## config.mk

```make
export PLATFORM = sky130hd
export DESIGN_NAME = game_cmd_scheduler
export DESIGN_NICKNAME = d
export VERILOG_FILES = /design/src/rtl/game_cmd_scheduler.sv
export SDC_FILE = /design/constraint.sdc
export NUM_CORES = 1
export LEC_CHECK = 0
export CAP_MARGIN = 10
export CORE_AREA = 2 2 131 133
export DETAILED_ROUTE_END_ITERATION = 6
export DIE_AREA = 0 0 133 135
export PLACE_DENSITY = 0.57
export SYNTH_ARGS = -nofsm -noshare
export SYNTH_HDL_FRONTEND = slang
export SYNTH_SLANG_ARGS = --single-unit
```

## constraint.sdc

```tcl
create_clock -name CLK_50M -period 2.11 [get_ports CLK_50M]
set_input_delay 0.3165 -clock CLK_50M [delete_from_list [all_inputs] [get_ports CLK_50M]]
set_output_delay 0.3165 -clock CLK_50M [all_outputs]
set_load 0.02 [all_outputs]
```

## src/rtl/game_cmd_scheduler.sv

```systemverilog
// Game sequencer: turns key levels and a gravity timer into one arbitrated
// valid/ready command stream for the board engine and owns the game state.
module game_cmd_scheduler #(
    parameter int REPEAT_DELAY   = 15000000,
    parameter int REPEAT_RATE    = 5000000,
    parameter int GRAVITY_PERIOD = 25000000,
    parameter int CNT_W          = 25
) (
    input  logic       CLK_50M,
    input  logic       RST_N,
    input  logic       left_key_press,
    input  logic       right_key_press,
    input  logic       down_key_press,
    input  logic       play_key_press,
    input  logic       restart_key_press,
    input  logic       game_over,
    output logic       cmd_valid,
    output logic [2:0] cmd,
    input  logic       cmd_ready,
    output logic [1:0] game_state
);

    typedef enum logic [1:0] {
        ST_IDLE  = 2'd0,
        ST_PLAY  = 2'd1,
        ST_PAUSE = 2'd2,
        ST_OVER  = 2'd3
    } state_t;

    localparam logic [2:0] CMD_NONE    = 3'd0;
    localparam logic [2:0] CMD_LEFT    = 3'd1;
    localparam logic [2:0] CMD_RIGHT   = 3'd2;
    localparam logic [2:0] CMD_DOWN    = 3'd3;
    localparam logic [2:0] CMD_GRAVITY = 3'd4;
    localparam logic [2:0] CMD_RESTART = 3'd5;

    localparam int K_PLAY    = 3;
    localparam int K_RESTART = 4;

    localparam logic [CNT_W-1:0] DELAY_LAST = CNT_W'(REPEAT_DELAY - 1);
    localparam logic [CNT_W-1:0] RATE_LAST  = CNT_W'(REPEAT_RATE - 1);
    localparam logic [CNT_W-1:0] GRAV_LAST  = CNT_W'(GRAVITY_PERIOD - 1);

    // Fixed priority: elig = {restart, down, left, right, gravity}.
    function automatic logic [2:0] pick_cmd(input logic [4:0] elig);
        if (elig[4]) begin
            return CMD_RESTART;
        end else if (elig[3]) begin
            return CMD_DOWN;
        end else if (elig[2]) begin
            return CMD_LEFT;
        end else if (elig[1]) begin
            return CMD_RIGHT;
        end else if (elig[0]) begin
            return CMD_GRAVITY;
        end else begin
            return CMD_NONE;
        end
    endfunction

    state_t           state_r, state_nxt_s;
    logic [4:0]       key_s, key_q_r, edge_s;
    logic [2:0]       move_pend_r, move_pend_nxt_s, move_req_s, move_clr_s;
    logic [2:0]       rep_hit_s, rep_phase_r, rep_phase_nxt_s;
    logic [CNT_W-1:0] rep_cnt_r [3];
    logic [CNT_W-1:0] rep_cnt_nxt_s [3];
    logic             grav_pend_r, grav_pend_nxt_s, grav_hit_s;
    logic [CNT_W-1:0] grav_cnt_r, grav_cnt_nxt_s;
    logic             rst_pend_r, rst_pend_nxt_s;
    logic             cmd_valid_r, cmd_valid_nxt_s;
    logic [2:0]       cmd_r, cmd_nxt_s, load_s;
    logic [4:0]       elig_s;
    logic             move_ok_s, down_xfer_s, arb_en_s;

    assign key_s  = {restart_key_press, play_key_press, down_key_press,
                     right_key_press, left_key_press};
    assign edge_s = key_s & ~key_q_r;

    // Game-state transitions; restart overrides everything.
    always_comb begin
        state_nxt_s = state_r;
        if (edge_s[K_RESTART]) begin
            state_nxt_s = ST_IDLE;
        end else begin
            case (state_r)
                ST_IDLE:  state_nxt_s = edge_s[K_PLAY] ? ST_PLAY : ST_IDLE;
                ST_PLAY: begin
                    if (game_over) begin
                        state_nxt_s = ST_OVER;
                    end else if (edge_s[K_PLAY]) begin
                        state_nxt_s = ST_PAUSE;
                    end else begin
                        state_nxt_s = ST_PLAY;
                    end
                end
                ST_PAUSE: state_nxt_s = edge_s[K_PLAY] ? ST_PLAY : ST_PAUSE;
                ST_OVER:  state_nxt_s = ST_OVER;
                default:  state_nxt_s = ST_IDLE;
            endcase
        end
    end

    // Requests only arise while staying in PLAY; the leaving edge flushes them.
    assign move_ok_s   = (state_r == ST_PLAY) && (state_nxt_s == ST_PLAY);
    assign down_xfer_s = cmd_valid_r && cmd_ready && (cmd_r == CMD_DOWN);

    // Auto-repeat counters for left/right/down: first DELAY, then RATE.
    always_comb begin
        rep_hit_s       = 3'b000;
        rep_phase_nxt_s = 3'b000;
        for (int i = 0; i < 3; i++) begin
            rep_cnt_nxt_s[i] = {CNT_W{1'b0}};
            if (!move_ok_s || !key_s[i] || edge_s[i]) begin
                rep_cnt_nxt_s[i]   = {CNT_W{1'b0}};
                rep_phase_nxt_s[i] = 1'b0;
            end else if (rep_cnt_r[i] == (rep_phase_r[i] ? RATE_LAST : DELAY_LAST)) begin
                rep_hit_s[i]       = 1'b1;
                rep_cnt_nxt_s[i]   = {CNT_W{1'b0}};
                rep_phase_nxt_s[i] = 1'b1;
            end else begin
                rep_cnt_nxt_s[i]   = rep_cnt_r[i] + CNT_W'(1);
                rep_phase_nxt_s[i] = rep_phase_r[i];
            end
        end
        move_req_s = move_ok_s ? (edge_s[2:0] | rep_hit_s) : 3'b000;
    end

    // Gravity timer: holds through PAUSE, cleared by IDLE/OVER or a soft drop.
    always_comb begin
        grav_hit_s     = 1'b0;
        grav_cnt_nxt_s = grav_cnt_r;
        if ((state_nxt_s == ST_IDLE) || (state_nxt_s == ST_OVER) || down_xfer_s) begin
            grav_cnt_nxt_s = {CNT_W{1'b0}};
        end else if (move_ok_s) begin
            if (grav_cnt_r == GRAV_LAST) begin
                grav_hit_s     = 1'b1;
                grav_cnt_nxt_s = {CNT_W{1'b0}};
            end else begin
                grav_cnt_nxt_s = grav_cnt_r + CNT_W'(1);
            end
        end else begin
            grav_cnt_nxt_s = grav_cnt_r;
        end
    end

    // Arbitration on an empty output or a transfer edge, plus pending-flag update.
    always_comb begin
        arb_en_s = !cmd_valid_r || cmd_ready;
        elig_s   = {rst_pend_r,
                    move_pend_r[2] & move_ok_s,
                    move_pend_r[0] & move_ok_s,
                    move_pend_r[1] & move_ok_s,
                    grav_pend_r & move_ok_s & ~down_xfer_s};
        if (arb_en_s) begin
            cmd_nxt_s       = pick_cmd(elig_s);
            cmd_valid_nxt_s = (cmd_nxt_s != CMD_NONE);
            load_s          = cmd_nxt_s;
        end else begin
            cmd_nxt_s       = cmd_r;
            cmd_valid_nxt_s = cmd_valid_r;
            load_s          = CMD_NONE;
        end
        move_clr_s = {load_s == CMD_DOWN, load_s == CMD_RIGHT, load_s == CMD_LEFT};
        if (move_ok_s) begin
            move_pend_nxt_s = (move_pend_r & ~move_clr_s) | move_req_s;
        end else begin
            move_pend_nxt_s = 3'b000;
        end
        if (move_ok_s && !down_xfer_s) begin
            grav_pend_nxt_s = (grav_pend_r & (load_s != CMD_GRAVITY)) | grav_hit_s;
        end else begin
            grav_pend_nxt_s = 1'b0;
        end
        rst_pend_nxt_s = (rst_pend_r & (load_s != CMD_RESTART)) | edge_s[K_RESTART];
    end

    // State, timer, pending and output registers.
    always_ff @(posedge CLK_50M or negedge RST_N) begin
        if (!RST_N) begin
            state_r     <= ST_IDLE;
            key_q_r     <= 5'b00000;
            move_pend_r <= 3'b000;
            rep_phase_r <= 3'b000;
            for (int i = 0; i < 3; i++) begin
                rep_cnt_r[i] <= {CNT_W{1'b0}};
            end
            grav_pend_r <= 1'b0;
            grav_cnt_r  <= {CNT_W{1'b0}};
            rst_pend_r  <= 1'b0;
            cmd_valid_r <= 1'b0;
            cmd_r       <= CMD_NONE;
        end else begin
            state_r     <= state_nxt_s;
            key_q_r     <= key_s;
            move_pend_r <= move_pend_nxt_s;
            rep_phase_r <= rep_phase_nxt_s;
            for (int i = 0; i < 3; i++) begin
                rep_cnt_r[i] <= rep_cnt_nxt_s[i];
            end
            grav_pend_r <= grav_pend_nxt_s;
            grav_cnt_r  <= grav_cnt_nxt_s;
            rst_pend_r  <= rst_pend_nxt_s;
            cmd_valid_r <= cmd_valid_nxt_s;
            cmd_r       <= cmd_nxt_s;
        end
    end

    assign cmd_valid  = cmd_valid_r;
    assign cmd        = cmd_r;
    assign game_state = state_r;

endmodule

```

==> results of run 1 <==
## worst min-delay path by stage
stage	end	slack [ps]	depth (start not counted)
floorplan	cmd[0]$_DFFE_PN0N_	20	0
global placement	grav_cnt_r[19]$_DFFE_PN0P_	310	1
detailed placement	grav_cnt_r[21]$_DFFE_PN0P_	320	1
CTS	key_q_r[4]$_DFF_PN0_	370	1
global route	key_q_r[3]$_DFF_PN0_	120	1
finish	key_q_r[3]$_DFF_PN0_	120	1
## Yosys cell counts (2+ instances only)
cell type / count / area (sq um)
dfrtp_1: 119 / 2980
nor2_1: 117 / 439
nand2_1: 47 / 176
xnor2_1: 47 / 412
nand3_1: 43 / 215
xor2_1: 32 / 280
nand4_1: 29 / 181
nor3_1: 26 / 130
inv_1: 22 / 82.6
nor4_1: 19 / 119
clkbuf_1: 17 / 63.8
and3_1: 16 / 100
a21oi_1: 14 / 70.1
o21ai_0: 13 / 65.1
and4_1: 9 / 78.8
nor4bb_1: 6 / 60.1
a21o_1: 5 / 37.5
a32o_1: 5 / 50.1
ha_1: 5 / 62.6
nor4b_1: 5 / 43.8
a31oi_1: 4 / 25.0
and2_1: 4 / 25.0
nor2b_1: 4 / 25.0
nor3b_1: 4 / 30.0
or4_1: 4 / 30.0
a311oi_1: 3 / 26.3
buf_2: 3 / 15.0
nand2b_1: 3 / 18.8
or2_2: 3 / 18.8
or3_1: 3 / 18.8
a21boi_0: 2 / 15.0
a41oi_1: 2 / 17.5
and4b_1: 2 / 20.0
buf_6: 2 / 22.5
mux2i_1: 2 / 20.0
o21a_1: 2 / 15.0
## per-layer routing
layer,GRT usage,share of wire,vias up
met1,0.222,0.47,2501
met4,0.0484,0.0069,0
met3,0.0447,0.045,10
li1,-,-,2477
met2,0.279,0.48,115
met5,0,0,-
## where the power goes
| group | internal [mW] | switching, mW |
|---|---|---|
| clock | 1.81 | 1.11 |
| combinational | 0.194 | 0.248 |
| sequential | 2.31 | 0.0248 |
| total | 4.31 | 1.38 |
## critical path, cell delays in order (launching register included)
cell	delay, ps
dfrtp_1	380
or4b_1	530
or4_4	450
a21o_4	250
o21ai_4	170
buf_4	150
nor2_1	40
## state kept, by name (all words and copies together), names as in the netlist
name / count
key_q_r: 5
grav_pend_r: 1
rep_phase_r: 3
cmd_valid: 1
cmd: 3
rep_cnt_r: 75
rst_pend_r: 1
game_state: 2
grav_cnt_r: 25
move_pend_r: 3
## area by class of cell
class                   instances  area, sq um  area share
multi-input cells             498         3090       0.399
flip-flops and latches        119         2980       0.384
repair buffers                 81          724      0.0934
clock buffers                  19          453      0.0584
well taps                     220          275      0.0355
clock inverters                13          146      0.0189
inverters                      22         82.6      0.0106
## cells in the final DEF (no fill, tap or decap), drive strengths merged, types with 4 or more instances in the layout
cell type | synthesis | routed
buf | 5 | 67
xor2 | 32 | 32
a31oi | 4 | 4
dfrtp | 119 | 119
a32o | 5 | 5
clkbuf | 17 | 19
nand4 | 29 | 29
clkinvlp | 0 | 5
clkdlybuf4s50 | 0 | 12
nor2 | 117 | 117
nor3 | 26 | 26
xnor2 | 47 | 47
a21o | 5 | 5
nor4b | 5 | 5
inv | 22 | 25
nor3b | 4 | 4
nand2 | 47 | 47
nor2b | 4 | 4
nor4bb | 6 | 6
o21ai | 16 | 17
a21oi | 14 | 14
ha | 5 | 5
nand3 | 43 | 43
nor4 | 20 | 20
or4 | 4 | 4
and3 | 17 | 17
and2 | 4 | 4
and4 | 9 | 9
## cells by family after synthesis
family | after synthesis | share of synthesized area
and+or+nand+nor | 351 | 0.293
DFF | 119 | 0.484
xor gates and xnor gates | 79 | 0.112
AOI/OAI and AO/OA | 59 | 0.0649
buffers and inverters | 44 | 0.0299
adders and majority gates | 5 | 0.0102
muxes | 3 | 0.00508
## timing repair
| item | in CTS | in global routing |
|---|---|---|
| pin swaps | 2 | 12 |
| endpoints found under the hold margin | 33 | 0 |
| hold buffers | 1 | 0 |
| setup buffers | 5 | 3 |
| gates resized for setup | 8 | 20 |
| endpoints found under the setup margin | 61 | 97 |
| cloned | 1 | 1 |
==> out/qor.yml, run 1 <==
synth:
  synth-async-reset-ratio: 1.00
  synthFlopType: "dfrtp_1"
  synth_fp_nets: 674
  avgSynthCellArea_sq_um: 9.32
  synthCells: 660
  yosys_warnings: 0
  synth_edf_count: 0
  ys_seq_area_frac: 0.484
  ys_types: 53
  netlist_area_sq_um: 6150
  synth-seq-cells: 119
timing:
  finalHoldViolations: 0
  tns_ps: 0
  setup_violations: 0
  rsz0062_at_grt: "yes"
  clock_skew_ps: 9.06
  finalMaxSlewViolations: 0
  fmax_ghz: 0.484
  slew_headroom: 0.626
  tightest_slew_ps: 557
  finalCritPeriodShare: 0.980
  fin_ws_ps: 43.0
  hold-worst-slack_ps: 124
  fin_crit_ps: 2070
setup_path:
  rrSetupSlack_ps: 40
  cp-startpoint: "rep_cnt_r[71]$_DFF_PN0_"
  worstSetupStartpointType: "flip-flop"
  crit_fanout: 3
  r2r_end: "rep_cnt_r[53]$_DFF_PN0_"
  cp.arrival_ps: 2380
  timing.rr.start: "rep_cnt_r[71]$_DFF_PN0_"
  setup.worst_path.end_class: "flip-flop"
  r2r_cells: 6
  crit_type: "flip-flop to flip-flop"
  crit_path_end: "rep_cnt_r[53]$_DFF_PN0_"
  required_ps: 2420
final_layout:
  diodes: 0
  finalNonFillerCells: 972
  area_growth_syn_to_layout_pct: 26.1
  nFillCells: 1528
  fin_area_sq_um: 7760
  post-route-util: 0.473
  nNetsFinal: 753
  drive_above_1_share: 0.173
clock_tree:
  clk_latency_ps: 420
  cts_inserted_buffers: 17
  tritoncts: "built"
  cts.clk_slew.worst_paths_ps: 60
  cts_max_path_buffers: 2
  root_buffer: "clkbuf_16"
  htreeDepth: 4
  clock_sinks: 119
die:
  io_pins: 15
  die_height_microns: 135
  core_sq_um: 16400
  initial_core_util: 0.375
  rows: 47
  dieArea_sq_um: 18000
  fp.dieW_microns: 133
pwr:
  total_power_mw: 5.70
  max-vdd-ir-drop_mv: 0.518
  p_leak_nw: 3.08
  powerDensity_nw_per_um2: 735
routing:
  final_antenna_net_count: 0
  via_count: 5103
  drt-vias-per-instance: 5.25
  wire_per_inst_microns: 14.7
  routed_wl_mm: 14.3
  post-route-drc-count: 0
  drtIter0Drc: 350
  drtPass1Iterations: 5
placement:
  dp_cells: 929
  pre_cts_ws_ps: -611
  place_area_sq_um: 6940
  dp.final_hpwl_mm: 9.60
  place.gp.congestion: 0.849
  port_buffers: 14
global_routing:
  antenna_found_initial: 0
  grt_pass1_vias: 5082
  grt_max_degree: 48
  grt_overflow: 0
  grt_pass1_wl_mm: 24.7
  grt_usage: 0.170
worst_hold_path:
  hp-start: "play_key_press"
  hold_path.class: "input pin to flip-flop"
flow_run:
  max_cap_violations: 0
run_status:
  outcome: "finished, final reports clean"
Power figures use the tool's default switching activity.
==> run 2, diff against run 1 <==
==> config.mk (replaced) <==
export PLATFORM = sky130hd
export DESIGN_NAME = game_cmd_scheduler
export DESIGN_NICKNAME = d
export VERILOG_FILES = /design/src/rtl/game_cmd_scheduler.sv
export SDC_FILE = /design/constraint.sdc
export NUM_CORES = 1
export LEC_CHECK = 0
export ABC_AREA = 1
export CAP_MARGIN = 10
export CELL_PAD_IN_SITES_DETAIL_PLACEMENT = 1
export CELL_PAD_IN_SITES_GLOBAL_PLACEMENT = 1
export CORE_AREA = 2 2 144 146
export DETAILED_ROUTE_END_ITERATION = 6
export DIE_AREA = 0 0 146 148
export PLACE_DENSITY = 0.73
export SLEW_MARGIN = 10
export SYNTH_ARGS = -nofsm -noshare
export SYNTH_HDL_FRONTEND = slang
export SYNTH_SLANG_ARGS = --single-unit
==> out/qor.yml, run 2 <==
run_status:
  outcome: "finished, violations left"
  violations: "setup timing"
timing:
  finalHoldViolations: 0
  tns_ps: -518
  fin_ws_ps: -83.3
  clock_skew_ps: 6.99
  rsz0062_at_grt: "yes"
  slew_headroom: 0.598
  fin_crit_ps: 2190
  setup_violations: 18
  tightest_slew_ps: 600
  finalCritPeriodShare: 1.04
  finalMaxSlewViolations: 0
  fmax_ghz: 0.456
synth:
  synth_top_area_cell: "dfrtp_1"
  synthCells: 1076
  synth_compound_area_frac: 0.0255
  ys_seq_area_frac: 0.397
  synthXorXnorAreaFrac: 0.0666
  netlist.area_leader.share: 0.397
  avgSynthCellArea_sq_um: 6.97
  ys_types: 37
  synth-simple-area-share: 0.420
  yosys-top-cells-count: "nand2_1, nor2_1, inv_1"
  synth-seq-cells: 119
  synth_edf_count: 0
  synth_most_common_cell: "nand2_1"
  synth-async-reset-ratio: 1.00
  yosys_warnings: 0
  synth_top_family_by_area: "simple AND/OR/NAND/NOR gates"
  netlist_area_sq_um: 7500
  synth_fp_nets: 1090
  yosys-top-cells-area: "dfrtp_1, nand2_1, nor2_1, inv_1, nand3_1"
  synthFlopType: "dfrtp_1"
  synth-adder-area-share: 0.00834
  synthMuxAreaShare: 0.00134
global_routing:
  grt_pass1_vias: 7314
  grt_pass1_wl_mm: 37.8
  grt_usage: 0.219
  grt_overflow: 0
  grt_max_degree: 48
  antenna_found_initial: 0
routing:
  wire_per_inst_microns: 16.9
  drtIter0Drc: 412
  post-route-drc-count: 0
  drt-vias-per-instance: 5.05
  drtPass1Iterations: 4
  via_count: 7241
  routed_wl_mm: 24.2
  final_antenna_net_count: 0
placement:
  place.gp.congestion: 0.850
  place_area_sq_um: 8200
  port_buffers: 14
  dp.final_hpwl_mm: 16.5
setup_path:
  crit_type: "flip-flop to flip-flop"
  worst-path-stages: 12
  crit_fanout: 8
  cp-startpoint: "key_q_r[3]$_DFF_PN0_"
  worstPathCellList: "or2_4 > buf_6 > a211oi_4 > ha_4 > inv_2 > nor2_4 > buf_12 > nor3_4 > buf_6 > nor2_1 > nand3_1 > nand2_1"
  setup.worst_path.end_class: "flip-flop"
  r2r_cells: 12
  required_ps: 2470
  crit_path_end: "grav_cnt_r[24]$_DFFE_PN0P_"
  worstSetupStartpointType: "flip-flop"
  cp_top_family: "simple AND/OR/NAND/NOR gates"
  crit_slowest_cell: "dfrtp_1"
  crit_buf_inv: 4
  timing.rr.start: "key_q_r[3]$_DFF_PN0_"
  max_stage_delay_ps: 350
  r2r_end: "grav_cnt_r[24]$_DFFE_PN0P_"
  cp.arrival_ps: 2550
  cp_common_cell: "buf_6"
  rrSetupSlack_ps: -80
final_layout:
  fin_area_sq_um: 9500
  area_growth_syn_to_layout_pct: 26.7
  final_common_cell: "nand2_1"
  largest_register_ffs: 75
  drive_above_1_share: 0.178
  regMostFlops: "rep_cnt_r"
  largestRegisters: "rep_cnt_r: 75 flops, grav_cnt_r: 25 flops, key_q_r: 5 flops"
  diodes: 0
  nNetsFinal: 1169
  final_cell_mix: "nand2_1, nor2_1, inv_1, dfrtp_1, nand3_1"
clock_tree:
  cts.clk_slew.worst_paths_ps: 50
  root_buffer: "clkbuf_16"
  clk_latency_ps: 420
  cts_max_path_buffers: 2
  cts_inserted_buffers: 17
  tritoncts: "built"
  htreeDepth: 4
  clock_sinks: 119
worst_hold_path:
  hold_path.class: "input pin to flip-flop"
flow_run:
  max_cap_violations: 0
die:
  fp.dieW_microns: 146
  core_sq_um: 20000
  initial_core_util: 0.374
  io_pins: 15
  dieArea_sq_um: 21600
  rows: 52
  die_height_microns: 148
pwr:
  max-vdd-ir-drop_mv: 0.641
  p_seq_frac: 0.384
  intPower_mw: 4.60
  comb_power_share: 0.150
  powerDensity_nw_per_um2: 656
  sw_frac_of_total: 0.262
  clockPowerShare: 0.466
  p_sw_mw: 1.63
  p_leak_nw: 3.88
[run 2: changes by cell type after synthesis, moves of 9 or more]
cell and change:
and3_1 -15, and4_1 -9, clkbuf_1 -17, inv_1 +103
nand2_1 +239, nand2_2 +10, nand3_1 +49, nor2_1 +105
nor2_2 +9, nor4_1 -19, xnor2_1 -42, xor2_1 +20
[run 2: cell families (layout without fill, tap and decap cells)]
kind of cell	count (synthesis)	count (layout)
fa+ha+maj	5	5
compound gates	35	35
buf+inv	147	231
flops	119	119
xor+xnor	57	57
mux	1	1
simple gates	712	716
[run 2: metal layers]
metal / track usage / up-vias / part of all wire
li1: - / 3551 / -
met1: 0.299 / 3552 / 0.47
met2: 0.364 / 107 / 0.49
met3: 0.0404 / 31 / 0.027
met4: 0.0534 / 0 / 0.016
met5: 0 / - / 0
[run 2: timing repair]
item                       in CTS  in global routing
pin swaps                      11                 30
cloned                          4                  2
hold endpoints to repair       32                  0
setup endpoints to repair     110                101
hold buffers                    1                  0
buffers inserted                6                 12
resized for setup              32                101
[run 2: worst min-delay path by stage]
stage / endpoint / startpoint / slack [ps] / cells after the start
floorplan: cmd[0]$_DFFE_PN0N_ / RST_N / 20 / 0
global placement: rep_cnt_r[74]$_DFF_PN0_ / RST_N / 230 / 1
detailed placement: rep_cnt_r[74]$_DFF_PN0_ / RST_N / 240 / 1
CTS: key_q_r[3]$_DFF_PN0_ / play_key_press / 160 / 1
global route: key_q_r[3]$_DFF_PN0_ / play_key_press / 180 / 1
finish: key_q_r[3]$_DFF_PN0_ / play_key_press / 180 / 1
[run 2: final cells by class]
class	count	area, sq um
sequential	119	2980
tap	270	338
fill	2560	10500
clock buffer	26	549
multi-input combinational	814	4370
inverter	130	513
timing repair buffer	73	716
clock inverter	2	35.0
[run 2: worst reg2reg max path, delay by kind of cell, from the launching register on]
kind	cells	cell delay, ps
AO/OA/AOI/OAI	1	240
adder cells (fa/ha/maj)	1	190
flip-flops	1	350
AND/OR/NAND/NOR	6	880
buffers and inverters	4	460
[run 2: through the flow]
stage / hold WS [ps] / util / setup slack, ps / total power [mW] / cells
after floorplan: 20.9 / - / 11.4 / 2.71 / 1076
after global placement: 233 / 0.409 / -637 / 3.03 / 1382
after detailed placement: 239 / 0.409 / -727 / 3.04 / 1382
after CTS: 164 / 0.450 / 13.4 / 6.10 / 1421
after global routing: 180 / 0.474 / -186 / 6.47 / 1434
final: 176 / 0.474 / -83.3 / 6.23 / 1434
[run 2: power by group through the flow]
stage          Sequential [mW]  Clock, mW  Combinational [mW]
2_1_floorplan             2.43          0               0.278
3_3_place_gp              2.42          0               0.609
3_5_place_dp              2.42          0               0.621
4_1_cts                   2.39       2.96               0.748
5_1_grt                   2.40       3.06                1.01
6_report                  2.39       2.91               0.934
